[src/rtl/regfile_dump_pkg.sv]
// Shared types and default sizing for the register-file dump reader.
// Latency: n/a (types and constants only).
// Backpressure: n/a.
//
// Contents: FSM state enum, default NUM_REGS / ADDR_W / DATA_W, BYTES_PER_REG.
package regfile_dump_pkg;

   localparam int NUM_REGS_DEF  = 32;
   localparam int ADDR_W_DEF    = 5;
   localparam int DATA_W_DEF    = 32;
   localparam int BYTES_PER_REG = DATA_W_DEF / 8;

   typedef enum logic [2:0] {
      ST_IDLE,
      ST_LATCH,
      ST_SEND,
      ST_CKSUM,
      ST_DONE
   } state_t;

endpackage

[src/rtl/regfile_dump_reader_byte_serializer.sv]
// Loads a DATA_W word and emits it MSB-first as bytes on a valid/ready port.
// Latency: first byte valid the cycle after load_i; one byte per accepted beat.
// Backpressure: tx_dat_o/tx_vld_o hold stable while tx_vld_o && !tx_rdy_i.
//
// Ports:
//   clk_i, rst_i     clock, synchronous active-high reset
//   load_i           parallel load (wins over a same-cycle acceptance)
//   load_dat_i       word to load
//   load_one_i       load only load_dat_i[7:0] as a single-byte burst
//   tx_dat_o/_vld_o  byte output, tx_rdy_i accepts
//   last_o           current byte is the final byte of the burst
module dump_byte_serializer #(
   parameter int DATA_W = 32
) (
   input  logic              clk_i,
   input  logic              rst_i,
   input  logic              load_i,
   input  logic [DATA_W-1:0] load_dat_i,
   input  logic              load_one_i,
   input  logic              tx_rdy_i,
   output logic [7:0]        tx_dat_o,
   output logic              tx_vld_o,
   output logic              last_o
);

   localparam int BPR   = DATA_W / 8;
   localparam int CNT_W = $clog2(BPR + 1);

   logic [DATA_W-1:0] shift_q;
   logic [CNT_W-1:0]  cnt_q;
   logic              vld_q;

   assign tx_dat_o = shift_q[DATA_W-1 -: 8];
   assign tx_vld_o = vld_q;
   assign last_o   = (cnt_q == CNT_W'(BPR - 1));

   always_ff @(posedge clk_i) begin
      if (rst_i) begin
         shift_q <= '0;
         cnt_q   <= '0;
         vld_q   <= 1'b0;
      end else if (load_i) begin
         // A single-byte burst is placed in the top byte and the counter
         // is preset to the final index so it ends after one acceptance.
         if (load_one_i) begin
            shift_q <= DATA_W'(load_dat_i[7:0]) << (DATA_W - 8);
            cnt_q   <= CNT_W'(BPR - 1);
         end else begin
            shift_q <= load_dat_i;
            cnt_q   <= '0;
         end
         vld_q <= 1'b1;
      end else if (vld_q && tx_rdy_i) begin
         shift_q <= shift_q << 8;
         cnt_q   <= last_o ? '0 : cnt_q + 1'b1;
         vld_q   <= !last_o;
      end
   end

endmodule

[src/rtl/regfile_dump_reader.sv]
// Walks every register-file address and streams each word out MSB-first as bytes.
// Latency: 1 LATCH cycle + DATA_W/8 byte beats per register; Done one cycle after last byte.
// Backpressure: tx_rdy_i low stalls the stream one cycle per low cycle; data held stable.
//
// Ports: clk_i, rst_i (sync, active-high), start_i, read_register_o -> regfile,
//        read_data_i <- regfile (combinational), tx_dat_o/tx_vld_o/tx_rdy_i byte
//        stream, busy_o, done_o.
// Option: define DUMP_CHECKSUM_EN to append an XOR checksum byte after the data.
module regfile_dump_reader
   import regfile_dump_pkg::*;
#(
   parameter int NUM_REGS = NUM_REGS_DEF,
   parameter int ADDR_W   = ADDR_W_DEF,
   parameter int DATA_W   = DATA_W_DEF
) (
   input  logic              clk_i,
   input  logic              rst_i,
   input  logic              start_i,
   output logic [ADDR_W-1:0] read_register_o,
   input  logic [DATA_W-1:0] read_data_i,
   output logic [7:0]        tx_dat_o,
   output logic              tx_vld_o,
   input  logic              tx_rdy_i,
   output logic              busy_o,
   output logic              done_o
);

   state_t            state_q;
   logic [ADDR_W-1:0] addr_q;
   logic              busy_q;
   logic              done_q;

   logic              ser_load;
   logic              ser_load_one;
   logic [DATA_W-1:0] ser_load_dat;
   logic              ser_last;
   logic              accept;
   logic              more_regs;

   assign accept          = tx_vld_o && tx_rdy_i;
   // Terminal test is against the configured register count, not the
   // address-space size, so a partially populated address range never wraps.
   assign more_regs       = (addr_q < ADDR_W'(NUM_REGS - 1));
   assign read_register_o = addr_q;
   assign busy_o          = busy_q;
   assign done_o          = done_q;

`ifdef DUMP_CHECKSUM_EN
   logic [7:0] csum_q;
   logic [7:0] csum_d;

   // Include the byte being accepted this cycle, so the final data byte is
   // folded in when the checksum is loaded on the same edge.
   assign csum_d = csum_q ^ tx_dat_o;

   always_comb begin
      ser_load     = 1'b0;
      ser_load_one = 1'b0;
      ser_load_dat = read_data_i;
      if (state_q == ST_LATCH) begin
         ser_load = 1'b1;
      end else if (state_q == ST_SEND && accept && ser_last && !more_regs) begin
         ser_load     = 1'b1;
         ser_load_one = 1'b1;
         ser_load_dat = DATA_W'(csum_d);
      end
   end

   always_ff @(posedge clk_i) begin
      if (rst_i) begin
         csum_q <= '0;
      end else if (state_q == ST_IDLE && start_i) begin
         csum_q <= '0;
      end else if (state_q == ST_SEND && accept) begin
         csum_q <= csum_d;
      end
   end
`else
   assign ser_load     = (state_q == ST_LATCH);
   assign ser_load_one = 1'b0;
   assign ser_load_dat = read_data_i;
`endif

   dump_byte_serializer #(
      .DATA_W (DATA_W)
   ) u_ser (
      .clk_i      (clk_i),
      .rst_i      (rst_i),
      .load_i     (ser_load),
      .load_dat_i (ser_load_dat),
      .load_one_i (ser_load_one),
      .tx_rdy_i   (tx_rdy_i),
      .tx_dat_o   (tx_dat_o),
      .tx_vld_o   (tx_vld_o),
      .last_o     (ser_last)
   );

   always_ff @(posedge clk_i) begin
      if (rst_i) begin
         state_q <= ST_IDLE;
         addr_q  <= '0;
         busy_q  <= 1'b0;
         done_q  <= 1'b0;
      end else begin
         done_q <= 1'b0;
         case (state_q)
            ST_IDLE: begin
               if (start_i) begin
                  state_q <= ST_LATCH;
                  addr_q  <= '0;
                  busy_q  <= 1'b1;
               end
            end
            ST_LATCH: begin
               state_q <= ST_SEND;
            end
            ST_SEND: begin
               if (accept && ser_last) begin
                  if (more_regs) begin
                     addr_q  <= addr_q + 1'b1;
                     state_q <= ST_LATCH;
                  end else begin
`ifdef DUMP_CHECKSUM_EN
                     state_q <= ST_CKSUM;
`else
                     state_q <= ST_DONE;
                     done_q  <= 1'b1;
`endif
                  end
               end
            end
`ifdef DUMP_CHECKSUM_EN
            ST_CKSUM: begin
               if (accept) begin
                  state_q <= ST_DONE;
                  done_q  <= 1'b1;
               end
            end
`endif
            ST_DONE: begin
               state_q <= ST_IDLE;
               addr_q  <= '0;
               busy_q  <= 1'b0;
            end
            default: begin
               state_q <= ST_IDLE;
               addr_q  <= '0;
               busy_q  <= 1'b0;
            end
         endcase
      end
   end

endmodule

[config.mk]
export PLATFORM = sky130hd
export DESIGN_NAME = regfile_dump_reader
export DESIGN_NICKNAME = d
export VERILOG_FILES = /design/src/rtl/regfile_dump_pkg.sv /design/src/rtl/regfile_dump_reader_byte_serializer.sv /design/src/rtl/regfile_dump_reader.sv
export SDC_FILE = /design/constraint.sdc
export NUM_CORES = 1
export LEC_CHECK = 0
export ABC_AREA = 1
export BUFFER_PORTS_ARGS = -buffer_cell sky130_fd_sc_hd__buf_2
export CAP_MARGIN = 20
export CORE_ASPECT_RATIO = 0.8
export CORE_MARGIN = 5
export CORE_UTILIZATION = 45
export DETAILED_ROUTE_END_ITERATION = 7
export GPL_TIMING_DRIVEN = 0
export PLACE_DENSITY = 0.75
export SYNTH_ARGS = -nofsm -noshare
export SYNTH_HDL_FRONTEND = slang
export SYNTH_SLANG_ARGS = --single-unit
[constraint.sdc]
create_clock -name clk_i -period 4.2 [get_ports clk_i]
set_clock_uncertainty 0.15 [all_clocks]
set_input_delay 0 -clock clk_i [delete_from_list [all_inputs] [get_ports clk_i]]
set_output_delay 0 -clock clk_i [all_outputs]
set_load 0.01 [all_outputs]
==> results of run 1 <==
## how the worst min path moves through the flow
stage / from / to / slack (ns) / depth (start not counted)
5_1_grt: tx_rdy_i / u_ser.shift_q[19] / 0.08 / 6
6_report: tx_rdy_i / u_ser.shift_q[21] / 0.03 / 6
3_5_place_dp: read_data_i[3] / u_ser.shift_q[3] / 0.12 / 3
2_1_floorplan: read_data_i[0] / u_ser.shift_q[0] / 0.01 / 2
4_1_cts: tx_rdy_i / u_ser.shift_q[21] / 0.03 / 6
3_3_place_gp: read_data_i[2] / u_ser.shift_q[2] / 0.12 / 3
## sequential cells by signal (all words and copies together) (netlist names)
name,flops
read_register_o,5
u_ser.shift_q,32
done_o,1
u_ser.tx_vld_o,1
u_ser.cnt_q,3
state_q,3
busy_o,1
## power by group through the flow
stage               Combinational [mW]  Clock, mW  Sequential (mW)
detailed placement               0.455          0            0.595
finish                           0.490      0.402            0.586
global placement                 0.449          0            0.591
CTS                              0.487      0.404            0.586
floorplan                        0.330          0            0.589
global route                     0.549      0.423            0.598
## cell families (layout without fill, tap and decap cells)
logic type / count (synthesis) / after routing / share of synthesized area [%]
compound gates: 78 / 78 / 20.4
fa+ha+maj: 2 / 2 / 1.21
flops: 46 / 46 / 44.6
buf+inv: 39 / 135 / 9.81
simple gates: 111 / 111 / 24.0
## critical path: cells and delay by family, from the launching register on
family	cells	cell delay [ns]
and+or+nand+nor	2	0.29
AOI/OAI and AO/OA	2	0.21
DFF	1	0.37
buffers and inverters	2	0.80
## area by class of cell
cell class	count	area, sq um	area share, %
Clock inverter	2	60.1	2.06
Multi-Input combinational cell	191	943	32.4
Timing Repair Buffer	88	626	21.5
Inverter	15	56.3	1.93
Sequential cell	46	921	31.6
Tap cell	60	75.1	2.58
Buffer	24	146	5.03
Clock buffer	6	82.6	2.84
## cell usage in the layout, fill, tap and decap left out
cell	Yosys	layout
buf_6	2	2
dlygate4sd3_1	0	37
nand3_4	1	1
a21oi_1	25	25
nand3b_4	1	1
nand3_1	10	10
nand2_2	5	5
nor2_4	1	1
o21ai_4	1	1
inv_1	13	13
buf_2	3	54
nor2_1	22	22
dfxtp_1	46	46
inv_2	2	2
buf_4	10	10
nor2_2	1	1
bufinv_16	0	2
ha_1	2	2
clkbuf_8	0	6
nand2_1	62	62
o21ai_0	37	37
a211oi_1	1	1
nand4_1	4	4
nor3_1	4	4
a31oi_1	14	14
clkbuf_1	9	9
## per-layer routing
metal  share of wire, %  vias up  global-route usage, %
met3                5.3       11                   3.96
met2                 47       56                   30.4
met1                 47     1014                   26.1
met4                1.1        0                   4.92
li1                   -     1108                      -
met5                  0        -                      0
## repair_timing
item	4_1_cts	5_1_grt
setup endpoints to repair	0	0
hold buffers	37	0
endpoints found under the hold margin	36	0
==> results.yml, run 1 <==
yosys:
  synthTopCellsByArea: "dfxtp_1, nand2_1, o21ai_0"
  async_reset_ff_share_pct: 0
  synth-edff-count: 0
  synth.most_common_cell: "nand2_1"
  synth_cells: 276
  ys_seq_area_share_pct: 44.6
  synth_nets: 314
  synth_top_area_share_pct: 44.6
  yosysWarnings: 0
  synth_area_per_cell_sq_um: 7.49
  ys_types: 23
  syn_area_sq_mm: 0.00207
  ys_ff_latch: 46
  synth_flop_cell: "dfxtp_1"
  synth_common_cells: "nand2_1, dfxtp_1, o21ai_0"
  synth_area_leader_cell: "dfxtp_1"
floorplanning:
  die_w_um: 85.8
  fp.coreArea_sq_mm: 0.00451
  io_pins: 52
  die_y_um: 70.6
  start_util_pct: 45.8
  dieArea_sq_mm: 0.00606
  rows: 22
drt:
  drtAntennaViolNets: 0
  vias_per_cell: 5.07
  routedWlPerCell_um: 13.0
  drtIter0Drc: 181
  firstDrtPassIters: 4
  num_vias: 2189
  wirelength_mm: 5.61
  drcViolationCount: 0
place:
  place_ws_ns: 2.63
  gp_congestion: 0.792
  dp_cells: 387
  portBuffers: 51
  place_area_sq_mm: 0.00240
  dp_hpwl_mm: 3.77
worst_setup_path:
  slowest_delay_ns: 0.59
  critPathRequiredTime_ns: 4.23
  rr_startpoint: "state_q[1]"
  start_kind: "register"
  reg2reg_setup_slack_ns: 2.28
  critical_path_arrival_ns: 1.95
  critPathLaunch: "state_q[1]"
  critPathKind: "register to register"
  crit_end: "u_ser.shift_q[28]"
  slowest_stage: "dlygate4sd3_1"
  crit_chain: "nor2_2 -> nand2_2 -> buf_2 -> o21ai_0 -> dlygate4sd3_1 -> a31oi_1"
  worstPathMaxFanout: 10
  crit_path_end_kind: "register"
  reg2reg_to: "u_ser.shift_q[28]"
  rr_worst_depth: 6
power_and_ir_drop:
  p_int_mw: 1.00
  combPwrFrac_pct: 33.1
  power.total_mw: 1.48
  p_leak_nw: 1.22
  p_sw_mw: 0.478
  switching_share_pct: 32.3
  vdd.ir_drop.worst_v: 0.000294
  clockPowerShare_pct: 27.2
  seq_power_share_pct: 39.7
  p_per_area_mw_per_mm2: 508
clock_tree:
  ctsLongestPathBuffers: 2
  cts_resized: 0
  cts_tree: "done"
  cts.clk_slew.worst_paths_ns: 0.09
  cts.sinks: 46
  clk_latency_ns: 0.29
  post-cts-setup-buffer-count: 0
  cts-buffers-inserted: 5
  htreeDepth: 2
  cts_root_buf: "clkbuf_8"
finish:
  final_core_util_pct: 64.5
  drive_gt1_share_pct: 23.1
  stdcell_area_sq_mm: 0.00291
  fin_nets: 409
  fillers: 386
  stdcell_count: 432
  area_delta_synth_final_pct: 40.8
  n_antenna_cell: 0
timing:
  worst_pin_slew_ns: 0.511
  final.min_clock_period_ns: 1.92
  fin_setup_tns_ns: 0
  maxSlewViolCount: 0
  rsz0062_at_grt: "no"
  setup_viol: 0
  fin_hold_ws_ns: 0.0299
  fin_ws_ns: 2.28
  relSlewSlack_pct: 66.0
  finalCritPeriodShare_pct: 45.7
  max_freq_mhz: 520
  hold_viol_final: 0
grt:
  grt_pass1_vias: 2070
  gr-usage-all-layers_pct: 19.0
  antenna_found_initial: 0
  grt_overflow: 0
  grt_pass1_wl_mm: 9.38
  grt_max_degree: 15
run:
  max-cap-violations: 0
worst_hold_path:
  min_path_type: "input port to register"
outcome:
  status: "finished clean"
(Power assumes the default switching activity.)
==> run 2: changes to the inputs <==
- PLACE_DENSITY: 0.75 -> 0.78
- clock period: 4.2 -> 1.6 ns (I/O delays scaled with it)
==> results.yml, run 2 (same netlist as run 1, synthesis figures left out) <==
worst_setup_path:
  reg2reg_setup_slack_ns: 0.1
  rr_startpoint: "u_ser.cnt_q[0]"
  crit_path_end_kind: "register"
  critPathKind: "register to register"
  reg2reg_to: "read_register_o[3]"
  critPathTopFamily: "simple AND/OR/NAND/NOR gates"
  slowest_stage: "dfxtp_1"
  worstPathMaxFanout: 7
  cp.buffers_inverters: 1
  critPathLaunch: "u_ser.cnt_q[0]"
  crit_top_cell: "nor2_1"
  slowest_delay_ns: 0.36
  crit_chain: "ha_1 -> inv_1 -> nor2_1 -> nand2_2 -> nand2_4 -> nand3_4 -> nor2_1 -> nor2_1 -> nor2_1"
  start_kind: "register"
  rr_worst_depth: 9
  critical_path_arrival_ns: 1.59
  critPathRequiredTime_ns: 1.69
power_and_ir_drop:
  p_int_mw: 2.30
  p_per_area_mw_per_mm2: 1240
  switching_share_pct: 34.7
  vdd.ir_drop.worst_v: 0.000576
  p_leak_nw: 1.21
  seq_power_share_pct: 43.5
  power.total_mw: 3.53
  p_sw_mw: 1.23
  clockPowerShare_pct: 20.6
  combPwrFrac_pct: 35.9
timing:
  finalCritPeriodShare_pct: 93.9
  final.min_clock_period_ns: 1.50
  worst_pin_slew_ns: 0.487
  maxSlewViolCount: 0
  setup_viol: 0
  max_freq_mhz: 665
  hold_viol_final: 0
  relSlewSlack_pct: 67.5
floorplanning:
  dieArea_sq_mm: 0.00606
  start_util_pct: 45.8
  rows: 22
  die_y_um: 70.6
  io_pins: 52
  fp.coreArea_sq_mm: 0.00451
  die_w_um: 85.8
place:
  dp_cells: 387
  place_area_sq_mm: 0.00240
  portBuffers: 51
  gp_congestion: 0.803
  dp_hpwl_mm: 3.71
finish:
  fin_nets: 408
  stdcell_area_sq_mm: 0.00286
  layout_common_cells: "nand2_1, buf_2, dfxtp_1"
  drive_gt1_share_pct: 24.5
  stdcell_count: 431
  layout_commonest_cell: "nand2_1"
  area_delta_synth_final_pct: 38.1
  n_antenna_cell: 0
  fillers: 417
  largest_reg_flops: 32
  top_register: "u_ser.shift_q"
  final_core_util_pct: 63.2
clock_tree:
  cts_root_buf: "clkbuf_8"
  cts-buffers-inserted: 5
  clk_latency_ns: 0.30
  ctsLongestPathBuffers: 2
  cts_tree: "done"
  cts.clk_slew.worst_paths_ns: 0.08
  cts.sinks: 46
  htreeDepth: 2
grt:
  antenna_found_initial: 0
  grt_max_degree: 14
  grt_overflow: 0
  grt_pass1_wl_mm: 8.96
  gr-usage-all-layers_pct: 18.1
  grt_pass1_vias: 1981
worst_hold_path:
  min_from: "tx_rdy_i"
  min_path_type: "input port to register"
  hold_path_end: "u_ser.shift_q[21]"
  hold_depth: 6
drt:
  num_vias: 2157
  drtIter0Drc: 138
  wirelength_mm: 5.36
  firstDrtPassIters: 4
  vias_per_cell: 5.00
  drcViolationCount: 0
  drtAntennaViolNets: 0
  routedWlPerCell_um: 12.4
run:
  max-cap-violations: 0
outcome:
  status: "finished clean"
run 2: changes by cell type in the layout (fill, tap and decap cells not counted):
| cell | delta |
|---|---|
| clkbuf_2 | +3 |
| dlygate4sd3_1 | -3 |
| buf_4 | +2 |
| bufinv_16 | -2 |
| clkbuf_1 | -2 |
| clkinv_2 | +1 |
| nand2_1 | -1 |
| nand2_4 | +1 |
run 2: how the worst max path moves through the flow:
stage | endpoint | cells after the start | slack [ns]
after global placement | read_register_o[1] | 8 | 0.06
after detailed placement | read_register_o[3] | 9 | 0.06
after floorplan | read_register_o[1] | 8 | 0.23
final | read_register_o[3] | 9 | 0.1
after global routing | read_register_o[1] | 9 | -0.01
after CTS | read_register_o[3] | 9 | 0.04
run 2: worst reg2reg max path: cells and delay by family (launching register included):
kind,cells,cell delay [ns]
adder cells (fa/ha/maj),1,0.15
AND/OR/NAND/NOR,7,0.74
flip-flops,1,0.36
buffers and inverters,1,0.04
run 2: per-layer routing:
metal  routed length [um]  track usage [%]  up-vias
met1                 2520             25.0      997
met2                 2550             28.8       49
met5                    0                0        -
li1                     -                -     1104
met3                  233             3.26        7
met4                   61             5.80        0
run 2: timing repair:
item                       CTS  global route
hold buffers                34             0
setup endpoints to repair    0            19
hold endpoints to repair    35             0
setup buffers                0             2
resized for setup            0             8
run 2: cell type report:
cell class | count | area [sq um] | share of cell area (%)
inverters | 15 | 56.3 | 1.97
clock buffers | 7 | 86.3 | 3.02
clock inverters | 1 | 5.00 | 0.175
multi-input cells | 191 | 951 | 33.3
well taps | 60 | 75.1 | 2.63
repair buffers | 87 | 611 | 21.4
plain buffers | 24 | 150 | 5.26
flip-flops and latches | 46 | 921 | 32.3
run 2: power by group through the flow:
stage	Combinational, mW	Sequential (mW)	Clock [mW]
after global routing	1.41	1.57	0.791
after detailed placement	1.18	1.56	0
after floorplan	0.865	1.55	0
after CTS	1.25	1.53	0.740
final	1.27	1.53	0.725
after global placement	1.16	1.55	0
run 2: through the flow:
step	setup slack (ns)	setup TNS (ns)	hold slack, ns
after CTS	0.0371	0	0.0172
after floorplan	0.227	0	0.0145
final	0.0971	0	0.0387
after global placement	0.0609	0	0.126
after detailed placement	0.0606	0	0.128
after global routing	-0.0116	-0.0238	0.0420
==> run 3: changes to the inputs <==
- CORE_UTILIZATION: 45 -> 47
- PLACE_DENSITY: 0.78 -> 0.81
==> results.yml, run 3 (same netlist as run 1, synthesis figures left out) <==
clock_tree:
  cts_root_buf: "clkbuf_8"
  clk_latency_ns: 0.29
  cts-buffers-inserted: 5
  ctsLongestPathBuffers: 2
  cts_tree: "done"
  htreeDepth: 2
  cts.sinks: 46
  cts.clk_slew.worst_paths_ns: 0.08
timing:
  final.min_clock_period_ns: 1.47
  fin_setup_tns_ns: 0
  hold_viol_final: 0
  rsz0062_at_grt: "no"
  worst_pin_slew_ns: 0.521
  maxSlewViolCount: 0
  finalCritPeriodShare_pct: 91.8
  relSlewSlack_pct: 65.3
  max_freq_mhz: 681
  fin_ws_ns: 0.131
  setup_viol: 0
drt:
  drtIter0Drc: 138
  num_vias: 2172
  firstDrtPassIters: 4
  routedWlPerCell_um: 13.0
  vias_per_cell: 5.09
  drtAntennaViolNets: 0
  drcViolationCount: 0
  wirelength_mm: 5.56
floorplanning:
  start_util_pct: 48.9
  fp.coreArea_sq_mm: 0.00423
  dieArea_sq_mm: 0.00583
  io_pins: 52
  die_w_um: 84.1
  die_y_um: 69.3
  rows: 21
power_and_ir_drop:
  clockPowerShare_pct: 23.5
  vdd.ir_drop.worst_v: 0.000820
  p_per_area_mw_per_mm2: 1290
  p_leak_nw: 1.22
  p_sw_mw: 1.24
  power.total_mw: 3.71
  p_int_mw: 2.47
  combPwrFrac_pct: 35.1
  switching_share_pct: 33.5
  seq_power_share_pct: 41.5
worst_hold_path:
  min_path_type: "input port to register"
grt:
  grt_pass1_vias: 2085
  antenna_found_initial: 0
  grt.busiest_layer: "met2"
  grt_pass1_wl_mm: 9.45
  grt_max_degree: 14
  gr-usage-all-layers_pct: 19.4
  grt_overflow: 0
  grtUsageMet1_pct: 25.1
  use_met2_pct: 31.5
  use_met3_pct: 4.99
place:
  place_ws_ns: 0.0166
  gp_congestion: 0.836
  dp_hpwl_mm: 3.76
  portBuffers: 51
outcome:
  status: "finished clean"
finish:
  top_register: "u_ser.shift_q"
  area_delta_synth_final_pct: 39.3
  largest_reg_flops: 32
  layout_commonest_cell: "nand2_1"
  n_antenna_cell: 0
  fin_nets: 408
  drive_gt1_share_pct: 25.7
  layout_common_cells: "nand2_1, buf_2, dfxtp_1"
worst_setup_path:
  crit_path_end_kind: "register"
  critPathKind: "register to register"
  worstPathMaxFanout: 4
  start_kind: "register"
  critical_path_arrival_ns: 1.54
  critPathRequiredTime_ns: 1.67
run:
  max-cap-violations: 0
run 3: cell types whose count changed in the layout (fill, tap and decap cells not counted), sizes merged:
cell / before / now
bufinv: 0 / 1
clkbuf: 16 / 15
clkinv: 1 / 0
run 3: cell type report:
type,instances,area (sq um)
Multi-Input combinational cell,191,953
Buffer,24,151
Tap cell,57,71.3
Sequential cell,46,922
Fill cell,355,1350
Clock inverter,1,30.0
Timing Repair Buffer,87,611
Inverter,15,58.8
Clock buffer,6,82.6
run 3: path summary, 6_finish.rpt:
path	start	to	slack, ns	cells after the start
hold reg to reg	u_ser.shift_q[1]	u_ser.shift_q[1]	0.31	2
setup / recovery	u_ser.cnt_q[0]	read_register_o[2]	0.13	8
setup reg to reg	u_ser.cnt_q[0]	read_register_o[2]	0.13	8
hold / removal	tx_rdy_i	u_ser.shift_q[21]	0.04	6
run 3: critical path, stage by stage (launching register included):
cell and delay (ns):
dfxtp_2 0.35, ha_1 0.14, inv_1 0.05, nor2_2 0.11
nand2_2 0.11, nand2_2 0.14, buf_4 0.13, nand4_1 0.08
a21oi_1 0.13
run 3: metrics by stage:
stage | cell area [sq um] | utilization [%] | hold slack, ns | instances
after detailed placement | 2390 | 56.6 | 0.127 | 384
final | 2880 | 68.1 | 0.0390 | 427
after floorplan | 2070 | - | 0.0145 | 276
after CTS | 2860 | 67.6 | 0.0180 | 427
after global routing | 2880 | 68.1 | 0.0896 | 427
after global placement | 2390 | 56.6 | 0.124 | 384
run 3: routing by layer:
metal,wire [um],share of wire (%),vias up
met3,368,6.6,11
met1,2400,43,989
li1,-,-,1103
met2,2720,49,69
met4,67,1.2,0
met5,0,0,-
run 3: timing repair:
item / in CTS / in global routing
hold buffers: 34 / 0
pin swaps: 1 / 0
setup buffers: 2 / 0
resized for setup: 0 / 13
endpoints found under the hold margin: 36 / 0
setup endpoints to repair: 1 / 25
run 3: power groups by stage:
stage	combinational, mW	sequential (mW)	clock [mW]
after CTS	1.28	1.54	0.888
after global routing	1.46	1.57	0.939
after detailed placement	1.19	1.56	0
after floorplan	0.865	1.55	0
final	1.30	1.54	0.871
after global placement	1.16	1.55	0
